File: src/rtl/uart_pkg.sv
// Shared UART definitions: data width, line-rate constants and the
// transmit arbiter state encoding.
package uart_pkg;

  localparam int unsigned UART_DATA_W = 8;
  localparam int unsigned CLK_HZ      = 50_000_000;
  localparam int unsigned BAUD        = 9600;
  localparam int unsigned BAUD_DIV    = 5208;
  localparam int unsigned FRAME_BITS  = 10;

  typedef enum logic [1:0] {
    ST_IDLE      = 2'd0,
    ST_ISSUE     = 2'd1,
    ST_WAIT_BUSY = 2'd2,
    ST_WAIT_IDLE = 2'd3
  } arb_state_e;

endpackage

File: src/rtl/uart_rr_pick.sv
// Combinational round-robin picker. The winner is the lowest valid index
// strictly above i_ptr, otherwise the lowest valid index at or below it.
// Ports:
//   i_valid  request vector
//   i_ptr    index of the previous winner
//   o_grant  one-hot winner (zero when nothing is valid)
//   o_idx    winner index
//   o_any    any request valid
module uart_rr_pick
  import uart_pkg::*;
#(
  parameter int unsigned N_REQ = 4,
  parameter int unsigned ID_W  = 2
) (
  input  logic [N_REQ-1:0] i_valid,
  input  logic [ID_W-1:0]  i_ptr,
  output logic [N_REQ-1:0] o_grant,
  output logic [ID_W-1:0]  o_idx,
  output logic             o_any
);

  // Wrapped group first, then the group above ptr, each scanned downward so
  // the last hit is the lowest index; the above-ptr group overrides.
  always_comb begin
    o_grant = '0;
    o_idx   = '0;
    o_any   = 1'b0;
    for (int i = int'(N_REQ) - 1; i >= 0; i--) begin
      if (i_valid[i] && (i <= int'(i_ptr))) begin
        o_grant    = '0;
        o_grant[i] = 1'b1;
        o_idx      = ID_W'(i);
        o_any      = 1'b1;
      end
    end
    for (int i = int'(N_REQ) - 1; i >= 0; i--) begin
      if (i_valid[i] && (i > int'(i_ptr))) begin
        o_grant    = '0;
        o_grant[i] = 1'b1;
        o_idx      = ID_W'(i);
        o_any      = 1'b1;
      end
    end
  end

endmodule

File: src/rtl/uart_tx_arbiter.sv
// Shares one UART transmitter among N_REQ byte sources. Each byte is won by
// round-robin, handed to the transceiver with a one-cycle tx_start, and
// completed when tx_busy falls, which raises req_done for that requester.
// A missing tx_busy response within TIMEOUT_CYC cycles drops the byte and
// sets the sticky timeout_err.
// Optional macro UART_TX_ARB_LOCK_EN adds req_last and keeps the grant on one
// requester until a byte flagged last has been sent (or a timeout occurs).
// Ports:
//   clk, rstn               clock, async active-low reset
//   req_valid/req_data      per-requester byte offer (byte i at [8i+7:8i])
//   req_last                (lock build only) marks the final byte of a packet
//   req_ready               combinational acceptance pulse, at most one bit
//   req_done                registered completion pulse
//   tx_start/tx_data        to transceiver
//   tx_busy                 from transceiver
//   grant_id                current/last granted requester
//   arb_active              high outside IDLE
//   timeout_err/err_clr     sticky fault flag and its synchronous clear
module uart_tx_arbiter
  import uart_pkg::*;
#(
  parameter int unsigned N_REQ       = 4,
  parameter int unsigned TIMEOUT_CYC = 16,
  parameter int unsigned ID_W        = 2
) (
  input  logic                         clk,
  input  logic                         rstn,
  input  logic [N_REQ-1:0]             req_valid,
  input  logic [UART_DATA_W*N_REQ-1:0] req_data,
`ifdef UART_TX_ARB_LOCK_EN
  input  logic [N_REQ-1:0]             req_last,
`endif
  output logic [N_REQ-1:0]             req_ready,
  output logic [N_REQ-1:0]             req_done,
  output logic                         tx_start,
  output logic [UART_DATA_W-1:0]       tx_data,
  input  logic                         tx_busy,
  output logic [ID_W-1:0]              grant_id,
  output logic                         arb_active,
  output logic                         timeout_err,
  input  logic                         err_clr
);

  localparam int unsigned CNT_W = (TIMEOUT_CYC > 1) ? $clog2(TIMEOUT_CYC) : 1;

  arb_state_e             r_state;
  logic [ID_W-1:0]        r_ptr;
  logic [ID_W-1:0]        r_grant_id;
  logic [N_REQ-1:0]       r_req_done;
  logic                   r_tx_start;
  logic [UART_DATA_W-1:0] r_tx_data;
  logic                   r_arb_active;
  logic                   r_timeout_err;
  logic [CNT_W-1:0]       r_cnt;

  logic [N_REQ-1:0]       w_valid;
  logic [N_REQ-1:0]       w_grant;
  logic [ID_W-1:0]        w_idx;
  logic                   w_any;
  logic                   w_can_arb;
  logic [UART_DATA_W-1:0] w_bytes [N_REQ];

`ifdef UART_TX_ARB_LOCK_EN
  logic r_lock;
  // While locked only the current owner is visible to the picker.
  assign w_valid = r_lock ? (req_valid & (N_REQ'(1) << r_grant_id)) : req_valid;
`else
  assign w_valid = req_valid;
`endif

  // Split the flat data bus into per-requester bytes.
  always_comb begin
    for (int i = 0; i < int'(N_REQ); i++) begin
      w_bytes[i] = req_data[i*UART_DATA_W +: UART_DATA_W];
    end
  end

  uart_rr_pick #(
    .N_REQ (N_REQ),
    .ID_W  (ID_W)
  ) u_pick (
    .i_valid (w_valid),
    .i_ptr   (r_ptr),
    .o_grant (w_grant),
    .o_idx   (w_idx),
    .o_any   (w_any)
  );

  // Holding off during the req_done cycle guarantees an idle cycle between frames.
  assign w_can_arb = (r_state == ST_IDLE) && !tx_busy && (r_req_done == '0) && w_any;
  assign req_ready = w_can_arb ? w_grant : '0;

  // Sequencer: grant, issue start, wait for busy rise, wait for busy fall.
  always_ff @(posedge clk or negedge rstn) begin
    if (!rstn) begin
      r_state       <= ST_IDLE;
      r_ptr         <= ID_W'(N_REQ - 1);
      r_grant_id    <= '0;
      r_req_done    <= '0;
      r_tx_start    <= 1'b0;
      r_tx_data     <= '0;
      r_arb_active  <= 1'b0;
      r_timeout_err <= 1'b0;
      r_cnt         <= '0;
`ifdef UART_TX_ARB_LOCK_EN
      r_lock        <= 1'b0;
`endif
    end else begin
      r_req_done <= '0;
      r_tx_start <= 1'b0;
      // A timeout set later in this block overrides the clear.
      if (err_clr) r_timeout_err <= 1'b0;
      case (r_state)
        ST_IDLE: begin
          if (w_can_arb) begin
            r_tx_data    <= w_bytes[w_idx];
            r_grant_id   <= w_idx;
            r_ptr        <= w_idx;
            r_tx_start   <= 1'b1;
            r_arb_active <= 1'b1;
            r_state      <= ST_ISSUE;
`ifdef UART_TX_ARB_LOCK_EN
            r_lock       <= !req_last[w_idx];
`endif
          end
        end
        ST_ISSUE: begin
          r_cnt   <= '0;
          r_state <= ST_WAIT_BUSY;
        end
        ST_WAIT_BUSY: begin
          if (tx_busy) begin
            r_state <= ST_WAIT_IDLE;
          end else if (r_cnt == CNT_W'(TIMEOUT_CYC - 1)) begin
            // Byte is lost; the requester was already acked, so no req_done.
            r_timeout_err <= 1'b1;
            r_arb_active  <= 1'b0;
            r_state       <= ST_IDLE;
`ifdef UART_TX_ARB_LOCK_EN
            r_lock        <= 1'b0;
`endif
          end else begin
            r_cnt <= r_cnt + CNT_W'(1);
          end
        end
        ST_WAIT_IDLE: begin
          if (!tx_busy) begin
            r_req_done   <= N_REQ'(1) << r_grant_id;
            r_arb_active <= 1'b0;
            r_state      <= ST_IDLE;
          end
        end
        default: begin
          r_arb_active <= 1'b0;
          r_state      <= ST_IDLE;
        end
      endcase
    end
  end

  assign req_done    = r_req_done;
  assign tx_start    = r_tx_start;
  assign tx_data     = r_tx_data;
  assign grant_id    = r_grant_id;
  assign arb_active  = r_arb_active;
  assign timeout_err = r_timeout_err;

endmodule

File: config.mk
export PLATFORM = sky130hd
export DESIGN_NAME = uart_tx_arbiter
export DESIGN_NICKNAME = d
export VERILOG_FILES = /design/src/rtl/uart_pkg.sv /design/src/rtl/uart_rr_pick.sv /design/src/rtl/uart_tx_arbiter.sv
export SDC_FILE = /design/constraint.sdc
export NUM_CORES = 1
export LEC_CHECK = 0
export ABC_AREA = 1
export CAP_MARGIN = 30
export CORE_ASPECT_RATIO = 0.8
export CORE_MARGIN = 4
export CORE_UTILIZATION = 48
export DETAILED_ROUTE_END_ITERATION = 6
export PLACE_DENSITY = 0.86
export SLEW_MARGIN = 5
export SYNTH_ARGS = -nofsm -noshare
export SYNTH_HDL_FRONTEND = slang
export SYNTH_HIERARCHICAL = 1
export SYNTH_SLANG_ARGS = --single-unit
File: constraint.sdc
create_clock -name clk -period 5.5 [get_ports clk]
set_clock_uncertainty 0.1 [all_clocks]
set_input_delay 1.1 -clock clk [delete_from_list [all_inputs] [get_ports clk]]
set_output_delay 1.1 -clock clk [all_outputs]
set_load 0.05 [all_outputs]
==> results of run 1 <==
[cell usage after synthesis]
master	instances
nand2_1	49
nor2_1	30
dfrtp_1	23
inv_1	21
o21ai_0	20
nand3_1	10
o22ai_1	7
a21oi_1	6
ha_1	6
nor2_2	6
inv_2	4
nand2_2	4
nand4_1	4
nor4_1	4
buf_6	3
a31oi_1	2
buf_2	2
buf_4	2
dfstp_2	2
nand2_4	2
a21oi_2	1
inv_4	1
nand3b_1	1
nor2_4	1
nor2_8	1
nor3_2	1
o21ai_1	1
o21bai_1	1
o21bai_4	1
or2_4	1
xor2_1	1
[final cells by class]
class / instances / area (sq um) / area share
Timing Repair Buffer: 62 / 623 / 0.271
Sequential cell: 25 / 628 / 0.274
Inverter: 26 / 100 / 0.0436
Tap cell: 40 / 50.0 / 0.0218
Multi-Input combinational cell: 160 / 850 / 0.370
Clock buffer: 4 / 45.0 / 0.0196
[stage by stage]
step                      utilization  total power, mW  setup WS (ps)  hold WS, ps
after floorplan                     -            0.847           1760          363
after global placement          0.704             1.03            704          361
after detailed placement        0.709             1.05            622          369
after CTS                       0.723             1.16            614          391
after global routing            0.723             1.26            460          429
final                           0.723             1.16            609          389
[how the worst max path moves through the flow]
stage	startpoint	slack, ps	end	depth (start not counted)
after CTS	req_valid[2]	610	req_ready[0]	11
after global placement	req_valid[2]	700	req_ready[0]	11
after global routing	req_valid[2]	460	req_ready[0]	11
final	req_valid[2]	610	req_ready[0]	11
after floorplan	req_valid[2]	1760	req_ready[0]	10
after detailed placement	req_valid[2]	620	req_ready[0]	11
[placed cells by master, fill, tap and decap left out]
cell type        instances
clkdlybuf4s50_1         60
nand2_1                 49
nor2_1                  30
dfrtp_1                 23
inv_1                   21
o21ai_0                 20
nand3_1                 10
o22ai_1                  7
nor2_2                   6
a21oi_1                  6
ha_1                     6
nor4_1                   4
inv_2                    4
nand2_2                  4
nand4_1                  4
clkbuf_8                 3
nand2_4                  2
a31oi_1                  2
dfstp_2                  2
nor2_4                   1
nor2_8                   1
inv_4                    1
o21bai_4                 1
o21bai_1                 1
xor2_1                   1
clkbuf_1                 1
buf_8                    1
buf_4                    1
or2_4                    1
o21ai_1                  1
nor3_2                   1
nand3b_1                 1
a21oi_2                  1
[flip-flops by register name, summed over array words and instances, names as in the netlist, 2 cells and up]
register  count
grant_id      2
r_cnt         4
r_ptr         2
r_state       2
req_done      4
tx_data       8
[tightest hold or removal path, cell delays in order, from the launching register on]
cell     delay [ps]
dfrtp_1         360
nand2_1          50
nand2_1          50
[metal layers]
| layer | GRT usage | routed length (microns) | vias to the layer above |
|---|---|---|---|
| met5 | 0 | 0 | - |
| met4 | 0.0711 | 105 | 0 |
| met3 | 0.0454 | 209 | 10 |
| met2 | 0.340 | 1990 | 42 |
| met1 | 0.278 | 1920 | 768 |
| li1 | - | - | 825 |
[power groups by stage]
| stage | Clock [mW] | Sequential, mW | Combinational [mW] |
|---|---|---|---|
| after floorplan | 0 | 0.455 | 0.393 |
| after global routing | 0.119 | 0.326 | 0.811 |
| after CTS | 0.109 | 0.312 | 0.742 |
| after global placement | 0 | 0.312 | 0.717 |
| final | 0.107 | 0.314 | 0.738 |
| after detailed placement | 0 | 0.314 | 0.735 |
[cells by family after synthesis]
family / after synthesis / synth area share
compound gates: 39 / 0.138
xor+xnor: 1 / 0.00535
fa+ha+maj: 6 / 0.0459
buf+inv: 33 / 0.0971
flops: 25 / 0.384
simple gates: 114 / 0.330
==> flow_summary.ini, run 1 <==
[yosys]
postSynthCellCount = 218
synth-seq-cells = 25
synth_area_leaders = dfrtp_1 (35%), nand2_1 (11%), nor2_1 (6.9%)
synth_area_per_cell_sq_um = 7.51
synth_warnings = 6
synth_area_leader_cell = dfrtp_1
netlist_area_sq_um = 1640
synth.distinct_cells = 31
synthesis.nets = 264
yosysSeqAreaShare = 0.384
post-synth-top-area-fraction = 0.352

[timing]
final-setup-viol-count = 0
timing.final.hold_violations = 0
grt_setup_unrepaired = false
timing_worst_slew_pin_value_ps = 515
final.period_utilization = 0.889
slew_headroom = 0.656
max_freq_mhz = 204
finalMaxSlewViolations = 0
final.setup.tns_ps = 0
final_critical_delay_including_setup_and_external_delays_ps = 4890

[global_routing]
grt_remaining_overflow = 0
grt_max_degree = 19
first_global_vias = 1652
grt_pass1_wl_microns = 7210
antenna_found_initial = 0
globalRouteTotalUtil = 0.210

[power]
comb_power_share = 0.636
power.ir.vdd_worst_mv = 0.286
clock_share_of_power = 0.093
power_switching_mw = 0.594
power_report.internal_total_mw = 0.566
power-per-cell-area_nw_per_um2 = 505
power_switching_share = 0.512
pwr-share-seq = 0.271
p_leak_nw = 1.06

[critical_path]
cpLargestDelayFamily = buffers and inverters
worst_r2r_path_depth = 10
cpMostUsedCell = clkdlybuf4s50_1
cp-end-kind = primary output
crit_buf_inv = 4
critical_path.max_stage_delay_ps = 800
worst-endpoint-required_ps = 4300
regToRegEndpoint = tx_data[3]$_DFFE_PN0P_
worstPathArrival_ps = 3690
crit_chain = clkdlybuf4s50_1 -> inv_1 -> or2_4 -> nand2_2 -> nor2_1 -> nand3b_1 -> nand3_1 -> nor2_8 -> inv_4 -> nor2_2 -> clkdlybuf4s50_1
setup.worst_path.start_class = input port
crit_slowest_cell = clkdlybuf4s50_1
worst-setup-path-type = in -> out
critPathMaxFanout = 16
worst_r2r_startpoint = r_ptr[0]$_DFFE_PN1P_
timing.reg2reg.setup_slack_ps = 3400

[cells_and_area]
drive_above_1_share = 0.108
antenna_cells = 0
fin_area_sq_um = 2300
instances_no_fill = 317
syn_to_final_growth_pct = 40.3
nFillCells = 258
design.final.nets = 324

[route]
detail_route.first_pass.iterations = 4
wl_microns = 4230
vias_per_cell = 5.19
post_route_drc_violation_count = 0
route.antenna.remaining_nets = 0
drt-initial-drc-count = 93
routed_wire_length_per_instance_microns = 13.3
vias = 1645

[cts]
clkSlewWorstSetupHoldPaths_ps = 80
ctsResizeCount = 0
ctsHoldBuffers = 0
clock_tree.htree_level_count = 1
clock_insertion_delay_worst_skew_ps = 270
tritoncts = done
numClockSinks = 25
tritoncts.num_buffers = 3
cts_buffer_depth = 2
cts_root_buf = clkbuf_8
post-cts-setup-buffer-count = 0

[placed_design]
placed_cells_incl_taps = 313
placement.io_buffers = 60
placedInstanceArea_sq_um = 2250
dp_hpwl_microns = 3330
globalplace.congestion = 0.929

[floorplan]
floorplan.die_area_sq_um = 4410
std_cell_rows = 18
initial_core_utilization = 0.515
die_width_microns = 73.3
top_level_port_count = 61
floorplan.die.height_microns = 60.2
core_area_sq_um = 3180

[hold_path]
min-delay-path-class = reg -> reg
holdPathEnd = arb_active$_DFFE_PN0P_
whs_path_depth = 2
hold_path.startpoint = arb_active$_DFFE_PN0P_

[outcome]
run_status = finished, final reports clean

[run]
maxCapViolCount = 0
(Power assumes the default switching activity.)
==> run 2, diff against run 1 <==
Settings changed: CORE_UTILIZATION 48 to 40, PLACE_DENSITY 0.86 to 0.76.
Clock period 5.5 ns to 4.37 ns, I/O delays scaled along.
==> flow_summary.ini, run 2 (synthesis gave the netlist of run 1 again) <==
[power]
power-per-cell-area_nw_per_um2 = 615
fin_total_pwr_mw = 1.46
power.ir.vdd_worst_mv = 0.281
p_leak_nw = 1.08

[global_routing]
grt_max_degree = 19
grt_remaining_overflow = 0
first_global_vias = 1488
globalRouteTotalUtil = 0.162
antenna_found_initial = 0
grt_pass1_wl_microns = 6710

[cts]
clock_tree.htree_level_count = 1
post-cts-setup-buffer-count = 0
cts_buffer_depth = 2
tritoncts.num_buffers = 3
ctsHoldBuffers = 0
clock_insertion_delay_worst_skew_ps = 270
tritoncts = done
numClockSinks = 25
clkSlewWorstSetupHoldPaths_ps = 80
cts_root_buf = clkbuf_8
ctsResizeCount = 0

[floorplan]
initial_core_utilization = 0.422
die_width_microns = 79.5
std_cell_rows = 20
floorplan.die_area_sq_um = 5190
floorplan.die.height_microns = 65.2
top_level_port_count = 61
core_area_sq_um = 3880

[critical_path]
worst_r2r_startpoint = r_ptr[1]$_DFFE_PN1P_
cp-end-kind = primary output
worst-setup-path-type = in -> out
worstPathArrival_ps = 2800
worstSetupStartpoint = req_valid[2]
setup.worst_path.start_class = input port
worst-endpoint-required_ps = 3400
critPathMaxFanout = 16

[route]
drt-initial-drc-count = 83
route.antenna.remaining_nets = 0
vias = 1605
wl_microns = 3970
vias_per_cell = 4.83
detail_route.first_pass.iterations = 4
routed_wire_length_per_instance_microns = 12.0
post_route_drc_violation_count = 0

[timing]
timing.final.hold_violations = 0
grt_setup_unrepaired = false
final-setup-viol-count = 0
final.setup.tns_ps = 0
max_freq_mhz = 265
final.period_utilization = 0.865
slew_headroom = 0.656
timing_worst_slew_pin_value_ps = 514
final_critical_delay_including_setup_and_external_delays_ps = 3780
worst_slack_ps = 592
finalMaxSlewViolations = 0

[placed_design]
dp_hpwl_microns = 3300
place_ws_ps = 580
globalplace.congestion = 0.871
placement.io_buffers = 60

[cells_and_area]
largest_reg_flops = 8
antenna_cells = 0
final_util = 0.611
design.final.nets = 324
mostFrequentLayoutCell = clkdlybuf4s50_1
mostFrequentLayoutCells = clkdlybuf4s50_1 (56), nand2_1 (49), nor2_1 (30)
drive_above_1_share = 0.126
syn_to_final_growth_pct = 44.9
nFillCells = 374

[run]
maxCapViolCount = 0

[outcome]
run_status = finished, final reports clean

[hold_path]
hold_path.startpoint = tx_data[3]$_DFFE_PN0P_
min-delay-path-class = reg -> reg
[run 2: changes by cell type in the layout (fill, tap and decap cells not counted)]
cell / delta
buf_12: +4
clkdlybuf4s50_1: -4
buf_16: +1
buf_8: -1
clkbuf_1: -1
clkinvlp_4: +1
[run 2: per-stage QoR]
stage	hold slack, ps	cell area [sq um]	instances
after floorplan	363	1640	218
after global placement	361	2290	327
after detailed placement	365	2320	328
after CTS	390	2370	332
after global routing	416	2370	332
final	390	2370	332
[run 2: path summary, 6_finish.rpt]
check / endpoint / slack, ps / depth (start not counted)
max: req_ready[0] / 590 / 11
min: tx_data[3]$_DFFE_PN0P_ / 390 / 2
max reg2reg: tx_data[4]$_DFFE_PN0P_ / 2160 / 10
min reg2reg: tx_data[3]$_DFFE_PN0P_ / 390 / 2
max in group asynchronous: r_ptr[1]$_DFFE_PN1P_ / 2810 / 2
min in group asynchronous: r_cnt[2]$_DFFE_PN0P_ / 830 / 1
[run 2: routing by layer]
metal / vias to the layer above / wire (microns) / track usage
met3: 4 / 194 / 0.0397
met1: 736 / 1860 / 0.222
met2: 38 / 1880 / 0.260
met5: - / 0 / 0
met4: 0 / 30 / 0.0343
li1: 827 / - / -
[run 2: power breakdown]
part	internal [mW]	switching [mW]	total [mW]
clock network	0.0646	0.0732	0.138
registers	0.322	0.0677	0.390
logic	0.337	0.592	0.929
total	0.724	0.733	1.46
[run 2: cell type report]
| cell class | count | area, sq um | share of cell area |
|---|---|---|---|
| Clock buffer | 3 | 41.3 | 0.0174 |
| Tap cell | 55 | 68.8 | 0.0290 |
| Clock inverter | 1 | 7.51 | 0.00317 |
| Inverter | 26 | 100 | 0.0422 |
| Timing Repair Buffer | 62 | 676 | 0.285 |
| Multi-Input combinational cell | 160 | 850 | 0.358 |
| Sequential cell | 25 | 628 | 0.265 |
[run 2: critical path, stage by stage]
cell             delay (ps)
clkdlybuf4s50_1         500
inv_1                    60
or2_4                   260
nand2_2                 100
nor2_1                   50
nand3b_1                 90
nand3_1                 180
nor2_8                  270
inv_4                   110
nor2_2                  150
buf_12                  150
